===== src/rtl/fetch_unit_pkg.sv =====
`default_nettype none
// ============================================================================
// fetch_pkg : shared state type and constants for the instruction-fetch stage
// Revision  : 1.0
// ============================================================================
package fetch_pkg;

  typedef enum logic {
    RUN  = 1'b0,
    HALT = 1'b1
  } fetch_state_t;

  // addi x0, x0, 0 -- presented in place of data on a fault entry
  localparam logic [31:0] NOP = 32'h0000_0013;

endpackage
`default_nettype wire


===== src/rtl/fetch_unit_if.sv =====
`default_nettype none
// ============================================================================
// fetch_unit_if : redirect input and valid/ready instruction output bundle
// Revision      : 1.0
// ============================================================================
interface fetch_unit_if #(
  parameter int XLEN = 32
);

  logic            redirect_valid;
  logic [XLEN-1:0] redirect_pc;
  logic            instr_ready;
  logic            instr_valid;
  logic [XLEN-1:0] instr;
  logic [XLEN-1:0] instr_pc;
  logic            instr_fault;
  logic [31:0]     fetch_count;

  // master = fetch stage, slave = decoder / branch unit side
  modport master (
    input  redirect_valid, redirect_pc, instr_ready,
    output instr_valid, instr, instr_pc, instr_fault, fetch_count
  );

  modport slave (
    output redirect_valid, redirect_pc, instr_ready,
    input  instr_valid, instr, instr_pc, instr_fault, fetch_count
  );

endinterface
`default_nettype wire


===== src/rtl/bram_sdp.sv =====
`default_nettype none
// ============================================================================
// bram_sdp : simple dual-port block RAM, registered read that holds when idle
// Revision : 1.0
// ============================================================================
module bram_sdp #(
  parameter int WIDTH = 32,
  parameter int DEPTH = 128,
  parameter     INIT  = ""
) (
  input  wire logic                     clk,
  input  wire logic                     write_enable,
  input  wire logic [$clog2(DEPTH)-1:0] write_addr,
  input  wire logic [WIDTH-1:0]         write_data,
  input  wire logic                     read_enable,
  input  wire logic [$clog2(DEPTH)-1:0] read_addr,
  output      logic [WIDTH-1:0]         data_out
);

  logic [WIDTH-1:0] mem [DEPTH];
  logic [WIDTH-1:0] data_out_q;

  always_ff @(posedge clk) begin
    if (write_enable) begin
      mem[write_addr] <= write_data;
    end
    if (read_enable) begin
      data_out_q <= mem[read_addr];
    end
  end

  assign data_out = data_out_q;

endmodule
`default_nettype wire


===== src/rtl/fetch_unit.sv =====
`default_nettype none
// ============================================================================
// fetch_unit : two-stage RV32I instruction fetch with redirect and fault entry
// Revision   : 1.0
// ============================================================================
module fetch_unit
  import fetch_pkg::*;
#(
  parameter int              XLEN     = 32,
  parameter int              DEPTH    = 128,
  parameter logic [XLEN-1:0] RESET_PC = '0,
  parameter                  INIT     = "instructions.mem"
) (
  input wire logic     clock,
  input wire logic     reset_n,
  fetch_unit_if.master bus
);

  localparam int AW = $clog2(DEPTH);

  fetch_state_t    state_q, state_d;
  logic [XLEN-1:0] pc_q, pc_d;
  logic [XLEN-1:0] f1_pc_q, f1_pc_d;
  logic            f1_valid_q, f1_valid_d;
  logic            f1_fault_q, f1_fault_d;
  logic [31:0]     fetch_count_q, fetch_count_d;

  logic            transfer;
  logic            advance;
  logic            issuable;
  logic            read_enable;
  logic [XLEN-1:0] bram_data;

  assign transfer = f1_valid_q && bus.instr_ready;
  assign advance  = !f1_valid_q || bus.instr_ready;
  // Anything at or beyond DEPTH*4 faults instead of wrapping into the array.
  assign issuable = (pc_q[1:0] == 2'b00) && (pc_q[XLEN-1:AW+2] == '0);
  assign read_enable = advance && (state_q == RUN) && issuable && !bus.redirect_valid;

  always_comb begin
    state_d       = state_q;
    pc_d          = pc_q;
    f1_pc_d       = f1_pc_q;
    f1_valid_d    = f1_valid_q;
    f1_fault_d    = f1_fault_q;
    fetch_count_d = fetch_count_q;

    if (transfer) begin
      fetch_count_d = fetch_count_q + 32'd1;
    end

    if (bus.redirect_valid) begin
      pc_d       = bus.redirect_pc;
      f1_valid_d = 1'b0;
      state_d    = RUN;
    end else begin
      case (state_q)
        RUN: begin
          if (advance) begin
            f1_valid_d = 1'b1;
            f1_pc_d    = pc_q;
            if (issuable) begin
              f1_fault_d = 1'b0;
              pc_d       = pc_q + XLEN'(4);
            end else begin
              f1_fault_d = 1'b1;
              state_d    = HALT;
            end
          end
        end
        HALT: begin
          if (transfer) begin
            f1_valid_d = 1'b0;
          end
        end
      endcase
    end
  end

  always_ff @(posedge clock) begin
    if (!reset_n) begin
      state_q       <= RUN;
      pc_q          <= RESET_PC;
      f1_pc_q       <= '0;
      f1_valid_q    <= 1'b0;
      f1_fault_q    <= 1'b0;
      fetch_count_q <= '0;
    end else begin
      state_q       <= state_d;
      pc_q          <= pc_d;
      f1_pc_q       <= f1_pc_d;
      f1_valid_q    <= f1_valid_d;
      f1_fault_q    <= f1_fault_d;
      fetch_count_q <= fetch_count_d;
    end
  end

  // data_out holds while read_enable is low, so a stalled entry stays stable.
  bram_sdp #(
    .WIDTH (XLEN),
    .DEPTH (DEPTH),
    .INIT  (INIT)
  ) u_bram (
    .clk          (clock),
    .write_enable (1'b0),
    .write_addr   ('0),
    .write_data   ('0),
    .read_enable  (read_enable),
    .read_addr    (pc_q[AW+1:2]),
    .data_out     (bram_data)
  );

  assign bus.instr_valid = f1_valid_q;
  assign bus.instr_pc    = f1_pc_q;
  assign bus.instr_fault = f1_fault_q;
  assign bus.instr       = f1_fault_q ? XLEN'(NOP) : bram_data;
  assign bus.fetch_count = fetch_count_q;

`ifdef SIMULATION
  always_ff @(posedge clock) begin
    if (reset_n && transfer) begin
      $display("fetch: pc=%h instr=%h fault=%0b", f1_pc_q, bus.instr, f1_fault_q);
    end
  end
`endif

endmodule
`default_nettype wire


===== src/flat_wrapper.sv =====
// flat-port wrapper written by rule: the top's interface ports become plain ports
module fetch_unit_flat import fetch_pkg::*;
#(
  parameter int              XLEN     = 32,
  parameter int              DEPTH    = 128,
  parameter logic [XLEN-1:0] RESET_PC = '0,
  parameter                  INIT     = "                "
)
  (clock, reset_n, bus_redirect_valid, bus_redirect_pc, bus_instr_ready, bus_instr_valid, bus_instr, bus_instr_pc, bus_instr_fault, bus_fetch_count);
  fetch_unit_if #(.XLEN(XLEN)) bus_i ();
  input wire logic clock;
  input wire logic reset_n;
  input wire logic [$bits(bus_i.redirect_valid)-1:0] bus_redirect_valid;
  input wire logic [$bits(bus_i.redirect_pc)-1:0] bus_redirect_pc;
  input wire logic [$bits(bus_i.instr_ready)-1:0] bus_instr_ready;
  output wire logic [$bits(bus_i.instr_valid)-1:0] bus_instr_valid;
  output wire logic [$bits(bus_i.instr)-1:0] bus_instr;
  output wire logic [$bits(bus_i.instr_pc)-1:0] bus_instr_pc;
  output wire logic [$bits(bus_i.instr_fault)-1:0] bus_instr_fault;
  output wire logic [$bits(bus_i.fetch_count)-1:0] bus_fetch_count;
  assign bus_i.redirect_valid = bus_redirect_valid;
  assign bus_i.redirect_pc = bus_redirect_pc;
  assign bus_i.instr_ready = bus_instr_ready;
  assign bus_instr_valid = bus_i.instr_valid;
  assign bus_instr = bus_i.instr;
  assign bus_instr_pc = bus_i.instr_pc;
  assign bus_instr_fault = bus_i.instr_fault;
  assign bus_fetch_count = bus_i.fetch_count;
  fetch_unit #(.XLEN(XLEN), .DEPTH(DEPTH), .RESET_PC(RESET_PC), .INIT(INIT)) u_core (.clock(clock), .reset_n(reset_n), .bus(bus_i));
endmodule

===== config.mk =====
export PLATFORM = sky130hd
export DESIGN_NAME = fetch_unit_flat
export DESIGN_NICKNAME = d
export VERILOG_FILES = /design/src/rtl/fetch_unit_pkg.sv /design/src/rtl/fetch_unit_if.sv /design/src/rtl/bram_sdp.sv /design/src/rtl/fetch_unit.sv /design/src/flat_wrapper.sv
export SDC_FILE = /design/constraint.sdc
export NUM_CORES = 1
export LEC_CHECK = 0
export CAP_MARGIN = 40
export CORE_ASPECT_RATIO = 1.5
export CORE_UTILIZATION = 40
export CTS_CLUSTER_DIAMETER = 30
export DETAILED_ROUTE_END_ITERATION = 10
export DONT_BUFFER_PORTS = 1
export SLEW_MARGIN = 20
export SYNTH_ARGS = -nofsm -noshare
export SYNTH_HDL_FRONTEND = slang
export SYNTH_SLANG_ARGS = --single-unit

===== constraint.sdc =====
create_clock -name clock -period 4.3 [get_ports clock]
set_input_delay 0.43 -clock clock [delete_from_list [all_inputs] [get_ports clock]]
set_output_delay 0.43 -clock clock [all_outputs]
set_load 0.005 [all_outputs]

# After elaboration in Yosys (flattened, before gate mapping)
# Index checks and enable logic that the tools add are counted.
# Widths: inputs -> output; s select.
# totals
reg_bits	131
word_cells	42
in_bits	36
out_inout_bits	98
# op_classes
n_bitwise	3
n_eq_ne	3
reduce_logical	16
addsub	2
muxes	11
# op_table
cell	n
$mux 32	5
$add 32x1->32 const B	1
$add 32x3->32 const B	1
$logic_not 23->1	1
$reduce_and 3->1	2
$logic_and 1x1->1	5
$mux 1	5
$ne 2x2->1 const B	2
$reduce_bool 2->1	2
$not 1->1	3
$logic_not 1->1	2
$logic_not 2->1	1
$ne 2x1->1 const B	1
$pmux 1 s2	1
$reduce_and 2->1	1
$reduce_or 2->1	1
$logic_or 1x1->1	1

# Longest topological paths before layout
# depth
depth_word	6
depth_mapped	7
mapped_depth_nobuf	5

# By module
# A second synthesis with hierarchy kept.
# hier_totals
cells_unflattened	6484
hier_area_um2	161092.0
# modules_own_cells
mod	seq_area_each_um2	n_inst	area_per_inst_um2	cells_per_inst
bram_sdp	123958.9	1	156596.4	5990
fetch_unit	1981.9	1	4495.6	494

# Worst setup path after synthesis
# OpenSTA, ideal clock, no wires.
# synth_path
path_type	flip-flop to flip-flop
from	register u_core.pc_q[23]
to	register u_core.pc_q[5]
period_less_slack_ns	1.652
required_ns	4.230
path_stages_with_launch	6
path_buffers	0
setup_ns	0.070
setup_slack_ns	2.648
t_arrival_ns	1.583
cell_sequence	dfxtp_1 -> nor4_4 -> nand4_4 -> nor3_4 -> mux2_1 -> a21oi_1
# synth_via
elab_chain_len	4
# synth_lines
item	line_no	text
start, declared	fetch_unit.sv:22	logic [XLEN-1:0] pc_q, pc_d;
start signal, assigned	fetch_unit.sv:90	pc_q <= pc_d;
$logic_not 23->1	fetch_unit.sv:37	assign issuable = (pc_q[1:0] == 2'b00) && (pc_q[XLEN-1:AW+2] == '0);
$logic_and 1x1->1	fetch_unit.sv:37	
$reduce_bool 2->1 (no source line)	--	
$reduce_and 3->1 (no source line)	--	
# No other way between the ends.
# A chain may end at the register's enable or synchronous reset.

# Worst setup path in the final report
# layout_path
from	register u_core.f1_valid_q (netlist: u_core.bus.instr_valid)
to	register u_core.fetch_count_q[31] (netlist: u_core.bus.fetch_count[31])
# layout_via
elab_chain_len	1
# layout_lines
item	line_no	text
start, declared	fetch_unit.sv:24	logic f1_valid_q, f1_valid_d;
start signal, assigned	fetch_unit.sv:92	f1_valid_q <= f1_valid_d;
$logic_and 1x1->1	fetch_unit.sv:34	assign transfer = f1_valid_q && bus.instr_ready;
end signal, assigned	fetch_unit.sv:94	fetch_count_q <= fetch_count_d;
end, declared	fetch_unit.sv:26	logic [31:0] fetch_count_q, fetch_count_d;
# No other way between the ends.

==> results.json <==
{
  "status": "completed",
  "finalSetupTns_ns": 0,
  "io_buffers": 0,
  "cts-root-to-sink-buffers": 2,
  "worst_r2r_startpoint": "u_core.bus.instr_valid",
  "drt_drc_violations_left": 0,
  "timing.final.crit_period_ns": 1.982,
  "post_cts_resized": 0,
  "post_synthesis_mux_area_share": 0.06084,
  "floorplan.initialDensity": 0.4141,
  "rr_worst_depth": 5,
  "multi_input_area_um2": 2364,
  "cellPowerDensity_nw_per_um2": 380.7,
  "synth_simple_gate_area_frac": 0.2674,
  "critPathBufInv": 0,
  "arr_time_crit_path_ns": 2.21,
  "grt_pass1_wl_um": 15730,
  "postCtsSetupBuffers": 0,
  "postSynthCellCount": 502,
  "skew_ns": 0.009002,
  "final_max_slew_viol_count": 0,
  "final.period_utilization": 0.4610,
  "dpl_worst_slack_ns": 2.214,
  "synth_adder_area_share": 0.005408,
  "post_synth_edffs": 0,
  "nNetsFinal": 522,
  "vias_per_cell": 5.036,
  "vias": 3203,
  "timing.hold.worst.class": "in2reg",
  "setup_viol_count_final": 0,
  "timing.max_cap.violations": 0,
  "die_y_um": 133.7,
  "crit_path_max_fanout": 16,
  "postCtsHoldBufs": 0,
  "yosysUniqueCellTypes": 41,
  "postRouteWirelength_um": 9669,
  "hpwlAfterDp_um": 6762,
  "ir_worst_vdd_v": 0.0002271,
  "fmax_mhz": 504.5,
  "placement_rows": 47,
  "die_outline_area_um2": 12010,
  "synth_compound_area_frac": 0.1033,
  "drt_first_iter_violations": 125,
  "timing.final.hold_violations": 0,
  "cts_buffers": 9,
  "kind_of_cell_adding_the_most_delay_to_the_critical_path": "simple AND/OR/NAND/NOR gates",
  "power.leakage_nw": 1.850,
  "floorplan.core_area_um2": 11170,
  "synth.yosys.warnings": 0,
  "grt_antenna_before_repair": 0,
  "cts_tree": "done",
  "num-fill-cells": 1136,
  "wl_per_cell_um": 15.20,
  "htree_num_levels": 3,
  "worst_max_slew_pin_slew_ns": 0.5741,
  "crit_path_start": "u_core.bus.instr_valid",
  "final_critical_path_setup_slack_ns": 2.318,
  "first_global_vias": 3191,
  "netlist_area_um2": 4627,
  "synth_seq_cells": 99,
  "hold-path-cell-count": 1,
  "routabilityCongestion": 0.7459,
  "clock_sink_count": 99,
  "critical_path.max_stage_delay_ns": 0.45,
  "critical_path_class": "reg2reg",
  "critical_path.endpoint": "u_core.bus.fetch_count[31]",
  "critical_path.endpoint_type": "register",
  "fp.dieW_um": 89.82,
  "cts_root_buf": "clkbuf_16",
  "clock_transition_at_the_register_clock_pins_on_the_worst_setup_and_hold_paths_after_cts_ns": 0.07,
  "asyncSetResetFlopFracSynth": 0,
  "antenna_cells": 0,
  "grt_start_max_net_pins": 101,
  "critical_path.cell_chain": "and2_1, nand4_4, nor3_1, nand3_1, mux2i_1",
  "worstSkewPairLatency_ns": 0.34,
  "grt_setup_unrepaired": "no",
  "flow.area_growth_from_synthesis_pct": 4.624,
  "synth_xor_xnor_area_share": 0.04732,
  "r2r_setup_slack_ns": 2.32,
  "slew_headroom": 0.6162,
  "syn_area_per_cell_um2": 9.217,
  "cp-start-kind": "register",
  "drtPass1Iterations": 6,
  "seq_area_um2": 1982,
  "postSynth.topFlopCell": "dfxtp_1",
  "globalRouteTotalUtil": 0.1631,
  "boundaryPins": 134,
  "synth_seq_area_share": 0.4283,
  "cp_data_required_time_ns": 4.53,
  "synth_top_family_by_area": "simple AND/OR/NAND/NOR gates",
  "globalRouteOverflowTotal": 0,
  "layout-drive-gt1-share": 0.08180,
  "r2r_end": "u_core.bus.fetch_count[31]",
  "timing.critical_path.slowest_stage_cell": "and2_1",
  "detail-route-antenna-nets": 0,
  "number_of_cells_on_the_critical_path": 5
}
## cell families (layout without fill, tap and decap cells)
kind of cell / after synthesis / after routing
simple gates: 207 / 207
flops: 99 / 99
compound gates: 73 / 73
buf+inv: 66 / 23
mux: 28 / 28
xor+xnor: 25 / 25
fa+ha+maj: 2 / 2
other cells: 2 / 32
## through the flow
stage,instance area (um^2),power [W],instances,hold WS [ns],utilization
2_1_floorplan,4740,0.001119,532,0.4196,-
4_1_cts,4841,0.001873,636,0.1985,0.4333
3_5_place_dp,4563,0.001108,620,0.4434,0.4084
5_1_grt,4841,0.001919,636,0.1943,0.4333
6_report,4841,0.001843,636,0.2171,0.4333
3_3_place_gp,4563,0.001105,620,0.4425,0.4084
## routing by layer
layer | vias up | global-route usage | share of wire
li1 | 1594 | - | -
met1 | 1496 | 0.1676 | 0.39
met2 | 106 | 0.2889 | 0.50
met3 | 7 | 0.07648 | 0.093
met4 | 0 | 0.05738 | 0.014
met5 | - | 0 | 0
## area by class of cell
class / count / area share
Inverter: 5 / 0.003877
Tap cell: 147 / 0.03799
Clock inverter: 6 / 0.01008
Clock buffer: 10 / 0.04730
Multi-Input combinational cell: 367 / 0.4882
Sequential cell: 99 / 0.4094
Timing Repair Buffer: 2 / 0.003102
## synth_stat cells (3+ instances only)
master,instances,area [um^2]
dfxtp_1,99,1982
nand2_1,85,319.1
a21boi_1,35,262.8
buf_4,32,240.2
mux2i_1,27,270.3
nor2b_1,24,150.1
and2_1,23,143.9
o21ai_0,17,85.08
clkbuf_1,16,60.06
xor2_1,16,140.1
buf_2,11,55.05
nand3_1,11,55.05
a21oi_1,10,50.05
xnor2_1,9,78.83
nor2_1,8,30.03
or3_1,8,50.05
nor4_1,6,37.54
nor4_2,6,75.07
a21boi_0,5,37.54
inv_1,5,18.77
nand2b_1,5,31.28
nand4_1,5,31.28
nor3_1,5,25.02
and4_1,4,35.03
nor4_4,4,85.08
nand4_4,3,63.81
o21ai_1,3,15.01
## worst min path at each step
stage                            endpoint      startpoint  slack [ns]
2_1_floorplan      u_core.bus.instr_valid  u_core.state_q        0.42
3_3_place_gp       u_core.bus.instr_valid  u_core.state_q        0.44
3_5_place_dp       u_core.bus.instr_valid  u_core.state_q        0.44
4_1_cts         u_core.bus.fetch_count[6]         reset_n        0.20
5_1_grt         u_core.bus.fetch_count[6]         reset_n        0.19
6_report       u_core.bus.fetch_count[30]         reset_n        0.22
## cells in the final DEF (no fill, tap or decap), types with 9 or more instances in the layout
| master | n |
|---|---|
| a21oi_1 | 10 |
| nand2_1 | 85 |
| conb_1 | 32 |
| dfxtp_1 | 99 |
| nand3_1 | 11 |
| xor2_1 | 16 |
| o21ai_0 | 17 |
| a21boi_1 | 35 |
| xnor2_1 | 9 |
| and2_1 | 23 |
| mux2i_1 | 27 |
| nor2b_1 | 24 |
| clkbuf_16 | 9 |
## worst register-to-register path, cell delays in order, from the launching register on
cell and delay, ns:
dfxtp_1 0.38, and2_1 0.45, nand4_4 0.34, nor3_1 0.40, nand3_1 0.15, mux2i_1 0.14
## flip-flops by register name, summed over array words and instances, names as in the netlist
name                    count
u_core.bus.instr_fault      1
u_core.state_q              1
u_core.pc_q                32
u_core.bus.instr_pc        32
u_core.bus.instr_valid      1
u_core.bus.fetch_count     32
## power by group
part / internal (W) / switching [W] / total, W
clock: 0.000399 / 0.000359 / 0.000758
combinational: 0.0000483 / 0.0000581 / 0.000106
sequential: 0.000947 / 0.0000310 / 0.000978
No activity file was read; power rests on OpenSTA's default activity.
